File: src/rtl/clk_en_gen_pkg.sv
// -----------------------------------------------------------------------------
// clk_en_gen_pkg
//
// Purpose:
//   Shared constants for the clock-enable generator: default parameter values
//   for the top, the width of the frame position counter derived from the
//   frame length, and the width of the optional frame counter output.
//
// Contents:
//   NUM_POW2_DEF     default number of fixed power-of-two strobes
//   CNT_W_DEF        default programmable divider width
//   FRAME_LEN_DEF    default number of div_en ticks per frame
//   cnt_width()      bits needed to count 0..n-1 (never less than 1)
//   FRAME_CNT_W_DEF  frame position counter width for FRAME_LEN_DEF
//   FRAME_COUNT_W    width of the optional frame_count output
// -----------------------------------------------------------------------------
package clk_en_gen_pkg;

    localparam int NUM_POW2_DEF  = 4;
    localparam int CNT_W_DEF     = 8;
    localparam int FRAME_LEN_DEF = 64;

    // Width of a counter that must hold 0..n-1. A frame of 2 still needs one
    // bit, so the result is clamped to at least 1.
    function automatic int cnt_width(input int n);
        if (n <= 2) begin
            return 1;
        end
        return $clog2(n);
    endfunction

    localparam int FRAME_CNT_W_DEF = cnt_width(FRAME_LEN_DEF);

    // Frame counter wraps naturally at 0xFFFF -> 0.
    localparam int FRAME_COUNT_W = 16;

endpackage : clk_en_gen_pkg

File: src/rtl/clk_en_divider.sv
// -----------------------------------------------------------------------------
// clk_en_divider
//
// Purpose:
//   Runtime-programmable clock-enable divider. A counter runs 0..div_active and
//   a tick is raised whenever the counter reads 0 while running. The requested
//   divisor is copied into the shadow div_active only when the counter wraps
//   (or on a synchronous clear), so changing div mid-period never shortens or
//   stretches the period in progress. Ratio is div_active+1; div_active==0
//   yields a tick on every running cycle.
//
// Ports:
//   clk_i         system clock
//   rst_ni        asynchronous active-low reset
//   run_i         1 = counter advances, 0 = hold
//   sync_clr_i    synchronous realign: counter to 0, shadow loads div_i
//   div_i         requested divide value minus one
//   tick_o        combinational: counter is 0 this cycle and it will advance
//   div_en_o      registered single-cycle strobe (tick delayed one cycle)
//   div_active_o  divisor currently in use (shadow register)
// -----------------------------------------------------------------------------
module clk_en_divider #(
    parameter int CNT_W = 8
) (
    input  logic             clk_i,
    input  logic             rst_ni,
    input  logic             run_i,
    input  logic             sync_clr_i,
    input  logic [CNT_W-1:0] div_i,
    output logic             tick_o,
    output logic             div_en_o,
    output logic [CNT_W-1:0] div_active_o
);

    logic [CNT_W-1:0] div_cnt_q,    div_cnt_d;
    logic [CNT_W-1:0] div_active_q, div_active_d;
    logic             div_en_q,     div_en_d;

    // sync_clr wins over run, so a clearing cycle never produces a tick.
    assign tick_o = run_i && !sync_clr_i && (div_cnt_q == '0);

    always_comb begin
        div_cnt_d    = div_cnt_q;
        div_active_d = div_active_q;
        div_en_d     = 1'b0;

        if (sync_clr_i) begin
            div_cnt_d    = '0;
            div_active_d = div_i;
        end else if (run_i) begin
            div_en_d = tick_o;
            // Wrap point: this is the only place a new divisor is accepted.
            // The value present at this edge is the one taken.
            if (div_cnt_q == div_active_q) begin
                div_cnt_d    = '0;
                div_active_d = div_i;
            end else begin
                div_cnt_d = div_cnt_q + CNT_W'(1);
            end
        end
    end

    always_ff @(posedge clk_i or negedge rst_ni) begin
        if (!rst_ni) begin
            div_cnt_q    <= '0;
            div_active_q <= '0;
            div_en_q     <= 1'b0;
        end else begin
            div_cnt_q    <= div_cnt_d;
            div_active_q <= div_active_d;
            div_en_q     <= div_en_d;
        end
    end

    assign div_en_o     = div_en_q;
    assign div_active_o = div_active_q;

endmodule : clk_en_divider

File: src/rtl/clk_en_gen.sv
// -----------------------------------------------------------------------------
// clk_en_gen
//
// Purpose:
//   Audio-path clock-enable generator. All outputs are registered and
//   synchronous to clk. It produces:
//     - a bank of fixed power-of-two strobes (bit k divides by 2^(k+1));
//     - a programmable divider strobe (div_en) with a bit-clock level
//       (sclk_lvl) that toggles on every div_en tick;
//     - a frame strobe (frame_en) on the first tick of each FRAME_LEN-tick
//       frame, plus an LR-phase level (frame_phase) for I2S framing.
//   run=0 freezes every counter and level; strobes drop to 0 the next cycle.
//   sync_clr (priority over run) realigns all phases: the cycle after it,
//   every counter and level is 0, and the next running edge fires div_en,
//   frame_en and every pow2_en together.
//
// Optional feature (macro CLK_EN_GEN_FRAME_CNT_EN):
//   When defined, adds a 16-bit frame_count output that increments on every
//   frame_en assertion, wraps at 0xFFFF, and is cleared by reset and sync_clr.
//   When undefined, the port and its counter do not exist.
//
// Ports:
//   clk          system clock
//   rst_n        asynchronous active-low reset (release synchronised outside)
//   run          1 = counters advance, 0 = hold
//   sync_clr     single-cycle synchronous phase realign
//   div          requested divide value minus one
//   pow2_en      fixed power-of-two strobes
//   div_en       programmable strobe
//   sclk_lvl     bit-clock level, toggles on every div_en tick
//   frame_en     strobe on the first tick of each frame
//   frame_phase  0 = first half of frame, 1 = second half
//   div_active   divisor currently in use
//   frame_count  (optional) number of frames started, modulo 2^16
// -----------------------------------------------------------------------------
module clk_en_gen
    import clk_en_gen_pkg::*;
#(
    parameter int NUM_POW2  = NUM_POW2_DEF,
    parameter int CNT_W     = CNT_W_DEF,
    parameter int FRAME_LEN = FRAME_LEN_DEF
) (
    input  logic                     clk,
    input  logic                     rst_n,
    input  logic                     run,
    input  logic                     sync_clr,
    input  logic [CNT_W-1:0]         div,
    output logic [NUM_POW2-1:0]      pow2_en,
    output logic                     div_en,
    output logic                     sclk_lvl,
    output logic                     frame_en,
    output logic                     frame_phase,
    output logic [CNT_W-1:0]         div_active
`ifdef CLK_EN_GEN_FRAME_CNT_EN
    ,
    output logic [FRAME_COUNT_W-1:0] frame_count
`endif
);

    localparam int FRAME_CNT_W = cnt_width(FRAME_LEN);

    localparam logic [FRAME_CNT_W-1:0] FRAME_LAST = FRAME_CNT_W'(FRAME_LEN - 1);
    localparam logic [FRAME_CNT_W-1:0] FRAME_HALF = FRAME_CNT_W'(FRAME_LEN / 2);

    // -------------------------------------------------------------------------
    // Programmable divider
    // -------------------------------------------------------------------------
    logic tick;

    clk_en_divider #(
        .CNT_W (CNT_W)
    ) u_divider (
        .clk_i        (clk),
        .rst_ni       (rst_n),
        .run_i        (run),
        .sync_clr_i   (sync_clr),
        .div_i        (div),
        .tick_o       (tick),
        .div_en_o     (div_en),
        .div_active_o (div_active)
    );

    // -------------------------------------------------------------------------
    // Fixed power-of-two bank
    // -------------------------------------------------------------------------
    logic [NUM_POW2-1:0] p_q,       p_d;
    logic [NUM_POW2-1:0] pow2_en_q, pow2_en_d;
    logic [NUM_POW2-1:0] pow2_hit;

    // Bit k fires when the low k+1 bits of the free counter are all zero,
    // i.e. once every 2^(k+1) running cycles.
    for (genvar k = 0; k < NUM_POW2; k++) begin : g_pow2_hit
        assign pow2_hit[k] = ~|p_q[k:0];
    end

    always_comb begin
        p_d       = p_q;
        pow2_en_d = '0;

        if (sync_clr) begin
            p_d = '0;
        end else if (run) begin
            p_d       = p_q + NUM_POW2'(1);
            pow2_en_d = pow2_hit;
        end
    end

    always_ff @(posedge clk or negedge rst_n) begin
        if (!rst_n) begin
            p_q       <= '0;
            pow2_en_q <= '0;
        end else begin
            p_q       <= p_d;
            pow2_en_q <= pow2_en_d;
        end
    end

    assign pow2_en = pow2_en_q;

    // -------------------------------------------------------------------------
    // Frame position, frame strobe and level outputs
    // -------------------------------------------------------------------------
    logic [FRAME_CNT_W-1:0] frame_cnt_q,   frame_cnt_d;
    logic                   frame_en_q,    frame_en_d;
    logic                   frame_phase_q, frame_phase_d;
    logic                   sclk_lvl_q,    sclk_lvl_d;
    logic                   frame_start;

    // A tick taken while the position reads 0 starts a new frame.
    assign frame_start = tick && (frame_cnt_q == '0);

    always_comb begin
        frame_cnt_d   = frame_cnt_q;
        frame_en_d    = 1'b0;
        frame_phase_d = frame_phase_q;
        sclk_lvl_d    = sclk_lvl_q;

        if (sync_clr) begin
            frame_cnt_d   = '0;
            frame_phase_d = 1'b0;
            sclk_lvl_d    = 1'b0;
        end else if (tick) begin
            frame_en_d    = frame_start;
            frame_phase_d = (frame_cnt_q >= FRAME_HALF);
            sclk_lvl_d    = ~sclk_lvl_q;
            if (frame_cnt_q == FRAME_LAST) begin
                frame_cnt_d = '0;
            end else begin
                frame_cnt_d = frame_cnt_q + FRAME_CNT_W'(1);
            end
        end
    end

    always_ff @(posedge clk or negedge rst_n) begin
        if (!rst_n) begin
            frame_cnt_q   <= '0;
            frame_en_q    <= 1'b0;
            frame_phase_q <= 1'b0;
            sclk_lvl_q    <= 1'b0;
        end else begin
            frame_cnt_q   <= frame_cnt_d;
            frame_en_q    <= frame_en_d;
            frame_phase_q <= frame_phase_d;
            sclk_lvl_q    <= sclk_lvl_d;
        end
    end

    assign frame_en    = frame_en_q;
    assign frame_phase = frame_phase_q;
    assign sclk_lvl    = sclk_lvl_q;

    // -------------------------------------------------------------------------
    // Optional running frame counter
    // -------------------------------------------------------------------------
`ifdef CLK_EN_GEN_FRAME_CNT_EN
    logic [FRAME_COUNT_W-1:0] frame_count_q, frame_count_d;

    always_comb begin
        frame_count_d = frame_count_q;
        if (sync_clr) begin
            frame_count_d = '0;
        end else if (frame_start) begin
            frame_count_d = frame_count_q + FRAME_COUNT_W'(1);
        end
    end

    always_ff @(posedge clk or negedge rst_n) begin
        if (!rst_n) begin
            frame_count_q <= '0;
        end else begin
            frame_count_q <= frame_count_d;
        end
    end

    assign frame_count = frame_count_q;
`endif

endmodule : clk_en_gen

File: config.mk
export PLATFORM = sky130hd
export DESIGN_NAME = clk_en_gen
export DESIGN_NICKNAME = d
export VERILOG_FILES = /design/src/rtl/clk_en_gen_pkg.sv /design/src/rtl/clk_en_divider.sv /design/src/rtl/clk_en_gen.sv
export SDC_FILE = /design/constraint.sdc
export NUM_CORES = 1
export LEC_CHECK = 0
export CAP_MARGIN = 20
export CORE_AREA = 2 2 60 62
export DETAILED_ROUTE_END_ITERATION = 7
export DIE_AREA = 0 0 62 64
export PLACE_DENSITY = 0.86
export REMOVE_ABC_BUFFERS = 1
export SYNTH_ARGS = -nofsm -noshare
export SYNTH_HDL_FRONTEND = slang
export SYNTH_SLANG_ARGS = --single-unit
File: constraint.sdc
create_clock -name clk -period 2.3 [get_ports clk]
set_input_delay 0.46 -clock clk [delete_from_list [all_inputs] [get_ports clk]]
set_output_delay 0.46 -clock clk [all_outputs]
set_load 0.005 [all_outputs]
==> metrics, run 1 <==
Synth Area in Simple Gates approximately 15%; Hold-fix buffers, CTS 0; Syn. warnings 0; DRC errors left 0; sequential power share 56.9%; xor-xnor portion of the synthesized cell area under 10%; setup slack on the worst flop-to-flop path between 400 and 500 ps; Crit path arrival time slightly above 2000 ps; initial antenna violation count 0; Avg Cell Area, Syn 10.9 sq um; CP endpoint kind register; PwrDens 564 mW/mm^2; most frequent cells in the layout dfrtp_1, clkdlybuf4s50_1, nand2_1, nor2_1, xnor2_1; met3 WL post-DR 171 microns; CP startpoint u_divider.div_cnt_q[0]; Initial DRC Count 79; setup_tns 0 ps; minimum clock period 1830 ps; WL final around 3.3 mm; internal power about 860 uW; largest family of logic cells by synthesized area simple AND/OR/NAND/NOR gates; Hold Startpoint p_q[3]; largest net degree at the start of global routing 35; WL met1 approximately 1.3 mm; ANT cells 0; TritonCTS buffer count 5; Worst path slowest cell dfrtp_1; Final Hold Viols 0; die span in x roughly 62 microns; post-synthesis mux area share 7.06%; std cell rows 21; CORE AREA between 0.003 and 0.004 sq mm; #FFs+latches synth 34; dominant synthesized flop cell dfrtp_1; Detail Placement HPWL between 2 and 2.5 mm; CP Cell Sequence xnor2_1, nand4_2, o31ai_4, buf_4, mux2_1; routed len/inst 14.1 microns; maximum vdd drop ~360 uV; post-CTS setup buffer count 0; nets 207; Die ar. slightly below 0.004 sq mm; Starting Density between 50% and 60%; Worst Hold End pow2_en[3]; Psw 301 uW; Skew-Pair Late Insertion Delay 330 ps; grt ovf 0; clk buf depth 2; total chip power between 1 and 1.5 mW; leak pwr 0.922 nW; Synth area leaders dfrtp_1, xnor2_1, ha_1; DR vias roughly 1,200; Post-Synthesis Cells between 150 and 200; gr usage total 20.0%; register area share after synthesis roughly half; R2R depth 5; most common cell after layout, fill and taps aside dfrtp_1; leading area contributor after synthesis dfrtp_1; number of distinct library cells after synthesis 33; Slew Viols, Final 0; H-tree levels 2; reg2reg end u_divider.div_active_o[0]; Sink Count 34; first-pass GRT wire length just under 6 mm; async set-reset flop share out of synthesis between 90% and 100%; RSZ-0062 raised after global routing false; die span in y 64 microns; Critical Path Start Type register; Hold Path Stages 1; drt pass-1 iters 4; reg-to-reg startpoint u_divider.div_cnt_q[0]; Worst Tran Pin Value 427 ps; net switching share of the total power between 20% and 30%; Hold Crit Class reg2reg; outcome finished, final reports clean; worst-path fanout max 13; crit-path max cell delay 460 ps; met2 wire len 1.79 mm; Worst Clk Skew around 5 ps; # setup viols final 0; IO buf count 27; Combinational Power Share around 17%; Clock Pin Slew Worst Setup and Hold Paths 90 ps; CTS tree done; post-route clock period utilization 79.7%; Compound-Gate Fraction of Synth Area 8.92%; Root Buffer clkbuf_4; IO Pins 28; Via density 5.28; layout cells sized above 1 11.6%; post-synthesis adder-cell area fraction 4.46%; P&R area growth vs syn 22.5%; Post-synth EDFFs 0; Rel. slew slack approximately 72%; vias in the first global route ~1,300; Netlist Area Pre-Place 0.00168 sq mm; clock share of power 25.7%; post-CTS sizing 0; max cap viols 0; WS Path Type reg2reg; Worst EP required 2520 ps; gpl congestion just over 0.9; # fillers between 200 and 300; Max Clk Rate roughly 0.55 GHz; Synth top area share approximately 50%; uppermost layer routed met4; ANT nets after route 0
-- cell usage after synthesis (all sizes together) (2+ instances only) --
master   number
buf           4
nand4         5
o211ai        2
o2111ai       3
nand2        17
xnor2        11
a21o          2
dfrtp        34
nor2b         2
clkbuf        2
nand3         4
nor2         14
o21ai         4
a21oi         5
nor3          5
mux2          8
inv          10
xor2          7
o21bai        2
ha            6
-- stage by stage --
stage / area (sq um) / instances / util, % / setup slack [ps] / hold WS, ps
2_1_floorplan: 1650 / 149 / - / 485 / 164
3_3_place_gp: 2020 / 228 / 61.4 / 280 / 449
3_5_place_dp: 2020 / 228 / 61.4 / 146 / 471
4_1_cts: 2060 / 235 / 62.8 / 447 / 484
5_1_grt: 2060 / 235 / 62.8 / 308 / 521
6_report: 2060 / 235 / 62.8 / 468 / 478
-- routing by layer --
layer	global-route usage, %	vias to the layer above
li1	-	588
met1	23.0	608
met2	34.4	38
met3	6.68	6
met4	5.85	0
met5	0	-
-- registers in the layout (all words and copies together) (netlist names) --
signal,flops
frame_phase,1
u_divider.div_en_o,1
frame_cnt_q,6
u_divider.div_cnt_q,8
p_q,4
pow2_en,4
sclk_lvl,1
u_divider.div_active_o,8
frame_en,1
-- logic make-up (layout without fill, tap and decap cells) --
group,count (synthesis),count (layout)
adder cells (fa/ha/maj),6,6
buffers and inverters,16,50
AND/OR/NAND/NOR,51,51
AO/OA/AOI/OAI,21,21
XOR/XNOR,18,18
flip-flops,34,34
multiplexers,9,9
-- worst max path at each step --
stage	endpoint	slack, ps	cells after the start
after global placement	u_divider.div_active_o[7]	280	5
after global routing	frame_cnt_q[1]	310	8
after floorplan	u_divider.div_active_o[0]	480	4
final	u_divider.div_active_o[0]	470	5
after CTS	u_divider.div_active_o[0]	450	5
after detailed placement	frame_cnt_q[1]	150	8
-- final cells by class --
| class | count | area, sq um | share of cell area, % |
|---|---|---|---|
| sequential | 34 | 851 | 41.2 |
| multi-input combinational | 105 | 757 | 36.7 |
| timing repair buffer | 33 | 315 | 15.3 |
| tap | 46 | 57.6 | 2.79 |
| clock buffer | 7 | 45.0 | 2.18 |
| inverter | 10 | 37.5 | 1.82 |
-- critical path, delay by kind of cell (launching register included) --
family	cells	cell delay (ps)
buffers and inverters	1	250
XOR/XNOR	1	230
AND/OR/NAND/NOR	1	190
multiplexers	1	340
AO/OA/AOI/OAI	1	250
flip-flops	1	460
-- power groups by stage --
stage	combinational [mW]	clock, mW	sequential, mW
after global placement	0.196	0	0.672
after CTS	0.206	0.312	0.663
after floorplan	0.0902	0	0.670
after global routing	0.224	0.349	0.669
after detailed placement	0.204	0	0.674
final	0.202	0.299	0.662
Note: power is estimated with default switching activity, not from simulation.
==> run 2: changes to the inputs <==
Clock period 2.3 ns to 1.9 ns, I/O delays scaled along.
==> run 2 against run 1 <==
Clock-buffer cell count stayed put. Non-clock buffer count is 7 higher. Clock skew increased by 2.6 ps. Total power is 23% higher. First-iteration DRC count fell by 30%. Final cell count increased by 3.0%. Design area increased by 3.6%. Flip-flop and latch count did not move. Critical path depth unchanged. Clock power is 24% higher. Critical path type unchanged. Critical endpoint unchanged. Largest cell class unchanged.
==> metrics, run 2 (same netlist as run 1, synthesis figures left out) <==
Slew Viols, Final 0; PwrDens 671 mW/mm^2; WS Path Type reg2reg; ANT nets after route 0; grt ovf 0; vias in the first global route about 1,300; RSZ-0062 raised after global routing false; clk buf depth 2; most common cell after layout, fill and taps aside dfrtp_1; reg-to-reg startpoint u_divider.div_cnt_q[3]; most frequent cells in the layout dfrtp_1, clkdlybuf4s50_1, nand2_1, nor2_1, buf_4; ANT cells 0; leak pwr around 0.97 nW; Worst EP required between 2000 and 2500 ps; Starting Density between 50% and 60%; minimum clock period approximately 1800 ps; Crit path arrival time slightly above 2000 ps; setup_tns 0 ps; worst-path fanout max 13; drt pass-1 iters 4; Worst Clk Skew approximately 7.5 ps; Rel. slew slack slightly above 70%; Sink Count 34; Worst Tran Pin Value 430 ps; DP Cell Count between 200 and 250; CTS tree done; R2R depth 5; final core occ 65.1%; layout cells sized above 1 14.8%; CORE AREA ~0.0033 sq mm; post-route clock period utilization between 90% and 100%; first-pass GRT wire length roughly 6.0 mm; IO buf count 27; DRC errors left 0; Non-Filler Instances 242; setup slack on the worst flop-to-flop path just over 100 ps; std cell rows 21; routed len/inst 14.0 microns; CP Cell Sequence xnor2_1, nand4_2, o31ai_4, buf_12, mux2_1; WL final between 3 and 4 mm; reg2reg end u_divider.div_active_o[0]; Root Buffer clkbuf_4; Worst path slowest cell dfrtp_1; Max Clk Rate around 0.56 GHz; P&R area growth vs syn 26.9%; H-tree levels 2; Critical Path Start Type register; crit-path max cell delay 470 ps; nets 214; Clock Pin Slew Worst Setup and Hold Paths ~100 ps; gr usage total between 20 and 25%; # fillers ~270; die span in x a little over 60 microns; Via density between 5 and 6; Initial DRC Count 55; max cap viols 0; Hold Crit Class in2async; post-CTS setup buffer count 0; CP endpoint kind register; largest net degree at the start of global routing 35; outcome finished, final reports clean; DR vias between 1,000 and 1,500; # setup viols final 0; Final Hold Viols 0; die span in y between 60 and 70 microns; IO Pins 28; Die ar. 0.00397 sq mm; Skew-Pair Late Insertion Delay between 300 and 400 ps; initial antenna violation count 0; gpl congestion ~0.8; Crit path max-delay family flip-flops; maximum vdd drop 429 uV; TritonCTS buffer count 5; Detail Placement HPWL 2.52 mm; buffers plus inverters on the worst setup path 1
[run 2: area by class of cell]
class	count	area (sq um)	area share, %
inverter	10	37.5	1.76
clock buffer	7	45.0	2.11
timing repair buffer	40	380	17.8
tap	46	57.6	2.69
multi-input combinational	105	766	35.8
sequential	34	851	39.8
[run 2: timing repair]
action / CTS / global route
resized for setup: 0 / 1
endpoints found under the setup margin: 0 / 8
hold buffers: 0 / 0
[run 2: power by group]
part,switching (mW),internal (mW),total [mW],leakage [nW]
Sequential,0.0364,0.763,0.799,0.448
Clock,0.230,0.139,0.370,0.0254
Combinational,0.108,0.156,0.265,0.498
Total,0.375,1.06,1.43,0.971
[run 2: routing by layer]
metal	global-route usage, %	up-vias	part of all wire (%)
met2	34.0	36	53
met1	24.7	608	41
li1	-	612	-
met5	0	-	0
met3	7.49	6	5.3
met4	6.65	0	1.6
[run 2: how the worst max path moves through the flow]
stage                      startpoint                        end  slack (ps)  cells after the start
2_1_floorplan  u_divider.div_cnt_q[0]  u_divider.div_active_o[0]          80                      4
3_3_place_gp                      run  u_divider.div_active_o[1]           7                      5
3_5_place_dp                 sync_clr             frame_cnt_q[5]         -50                      6
4_1_cts        u_divider.div_cnt_q[0]             frame_cnt_q[5]          50                      7
5_1_grt        u_divider.div_cnt_q[3]  u_divider.div_active_o[7]          20                      5
6_report       u_divider.div_cnt_q[3]  u_divider.div_active_o[0]         100                      5
[run 2: per-stage QoR]
stage	area [sq um]	setup slack [ps]	total power [mW]	hold slack [ps]
after floorplan	1650	84.7	0.921	84.4
after detailed placement	2080	-45.6	1.08	467
final	2140	104	1.43	447
after global routing	2140	16.3	1.52	459
after CTS	2130	54.8	1.45	458
after global placement	2080	6.69	1.06	441
==> run 3: changes to the inputs <==
Settings changed: PLACE_DENSITY 0.86 to 0.76.
==> run 3 against run 2 <==
Clock skew rose by 3.0 ps. Critical endpoint unchanged. Via count up 2.6%. Hold slack got worse by 4.6 ps. Clock-buffer cell count did not move. Die area unchanged.
==> metrics, run 3 (same netlist as run 1, synthesis figures left out) <==
Initial DRC Count slightly above 60; TritonCTS buffer count 5; Clock Pin Slew Worst Setup and Hold Paths around 100 ps; Detail Placement HPWL around 2.4 mm; die span in x 62 microns; die span in y about 64 microns; CORE AREA between 0.003 and 0.004 sq mm; Critical Path Start Type register; minimum clock period ~1800 ps; uppermost layer routed met4; clk buf depth 2; drt pass-1 iters 4; Starting Density roughly 51%; PwrDens 723 mW/mm^2; met3 WL post-DR roughly 140 microns; first-pass GRT wire length 5.74 mm; DR vias about 1,300; largest net degree at the start of global routing 35; Hold Crit Class in2async; most common cell after layout, fill and taps aside dfrtp_1; max cap viols 0; pre-CTS setup slack between 15 and 20 ps; WL met1 ~1.4 mm; Root Buffer clkbuf_4; WS Path Type reg2reg; maximum vdd drop 671 uV; Slew Viols, Final 0; DRC errors left 0; ANT nets after route 0; CP endpoint kind register; post-CTS setup buffer count 0; Worst Clk Skew around 10 ps; final hold slack between 400 and 500 ps; nets ~220; gpl congestion approximately 0.83; IO buf count 27; Final Hold Viols 0; Sink Count 34; H-tree levels 2; P&R area growth vs syn 29.6%; outcome finished, final reports clean; worst-path fanout max 13; gr usage total 19.5%; layout cells sized above 1 around 16%; most frequent cells in the layout dfrtp_1, clkdlybuf4s50_1, nand2_1, nor2_1, buf_4; CTS tree done; Rel. slew slack 72.0%; RSZ-0062 raised after global routing false; std cell rows 21; grt ovf 0; post-route clock period utilization between 90% and 100%; setup_tns 0 ps; vias in the first global route 1,324; leak pwr 0.996 nW; initial antenna violation count 0; # setup viols final 0; Setup WS post-layout 92.8 ps; routed len/inst roughly 13 microns; Skew-Pair Late Insertion Delay 340 ps; met2 wire len 1.67 mm; Worst EP required roughly 2100 ps; Die ar. 0.00397 sq mm; ANT cells 0; Max Clk Rate about 0.55 GHz; IO Pins 28; Via density 5.29; Crit path arrival time 2030 ps; total chip power between 1.5 and 2 mW; WL final about 3.2 mm; Worst Tran Pin Value between 400 and 500 ps
-- run 3: cell count changes in the layout (fill, tap and decap cells not counted) --
cell       delta
bufinv_16     +1
buf_4         +2
-- run 3: area by class of cell --
cell class              count  area, sq um
clock buffers               7         45.0
inverters                  10         37.5
repair buffers             42          395
clock inverters             1         30.0
multi-input cells         105          766
well taps                  46         57.6
fillers                   257         1100
flip-flops and latches     34          851
-- run 3: power by group --
group          leakage (nW)  internal (mW)  switching, mW
Combinational         0.509          0.156          0.104
Clock                0.0395          0.279          0.238
Sequential            0.448          0.763         0.0378
Total                 0.996           1.20          0.380
-- run 3: path summary, 6_finish.rpt --
kind	startpoint	slack, ps	to	cells after the start
worst max-delay path	u_divider.div_cnt_q[0]	90	u_divider.div_active_o[0]	5
worst min-delay path	rst_n	440	pow2_en[2]	2
worst max register to register	u_divider.div_cnt_q[0]	90	u_divider.div_active_o[0]	5
worst min register to register	p_q[3]	460	pow2_en[3]	1
max in group asynchronous	rst_n	1150	u_divider.div_active_o[5]	2
min in group clk	p_q[3]	460	pow2_en[3]	1
-- run 3: what timing repair did --
item                       in CTS  in global routing
resized for setup               0                  1
hold buffers                    0                  0
setup endpoints to repair       0                  1
-- run 3: routing by layer --
metal	GRT usage [%]	vias up
met3	6.68	6
met1	23.5	644
li1	-	615
met2	31.8	30
met5	0	-
met4	6.65	0
-- run 3: through the flow --
| step | area [sq um] | instances | utilization (%) |
|---|---|---|---|
| after global placement | 2100 | 237 | 63.9 |
| after floorplan | 1650 | 149 | - |
| after global routing | 2180 | 245 | 66.4 |
| after CTS | 2170 | 245 | 66.2 |
| after detailed placement | 2100 | 237 | 63.9 |
| final | 2180 | 245 | 66.4 |
-- run 3: critical path: stages (launching register included) --
cell	delay [ps]
dfrtp_1	470
xnor2_1	220
nand4_2	200
o31ai_4	300
buf_12	180
mux2_1	320
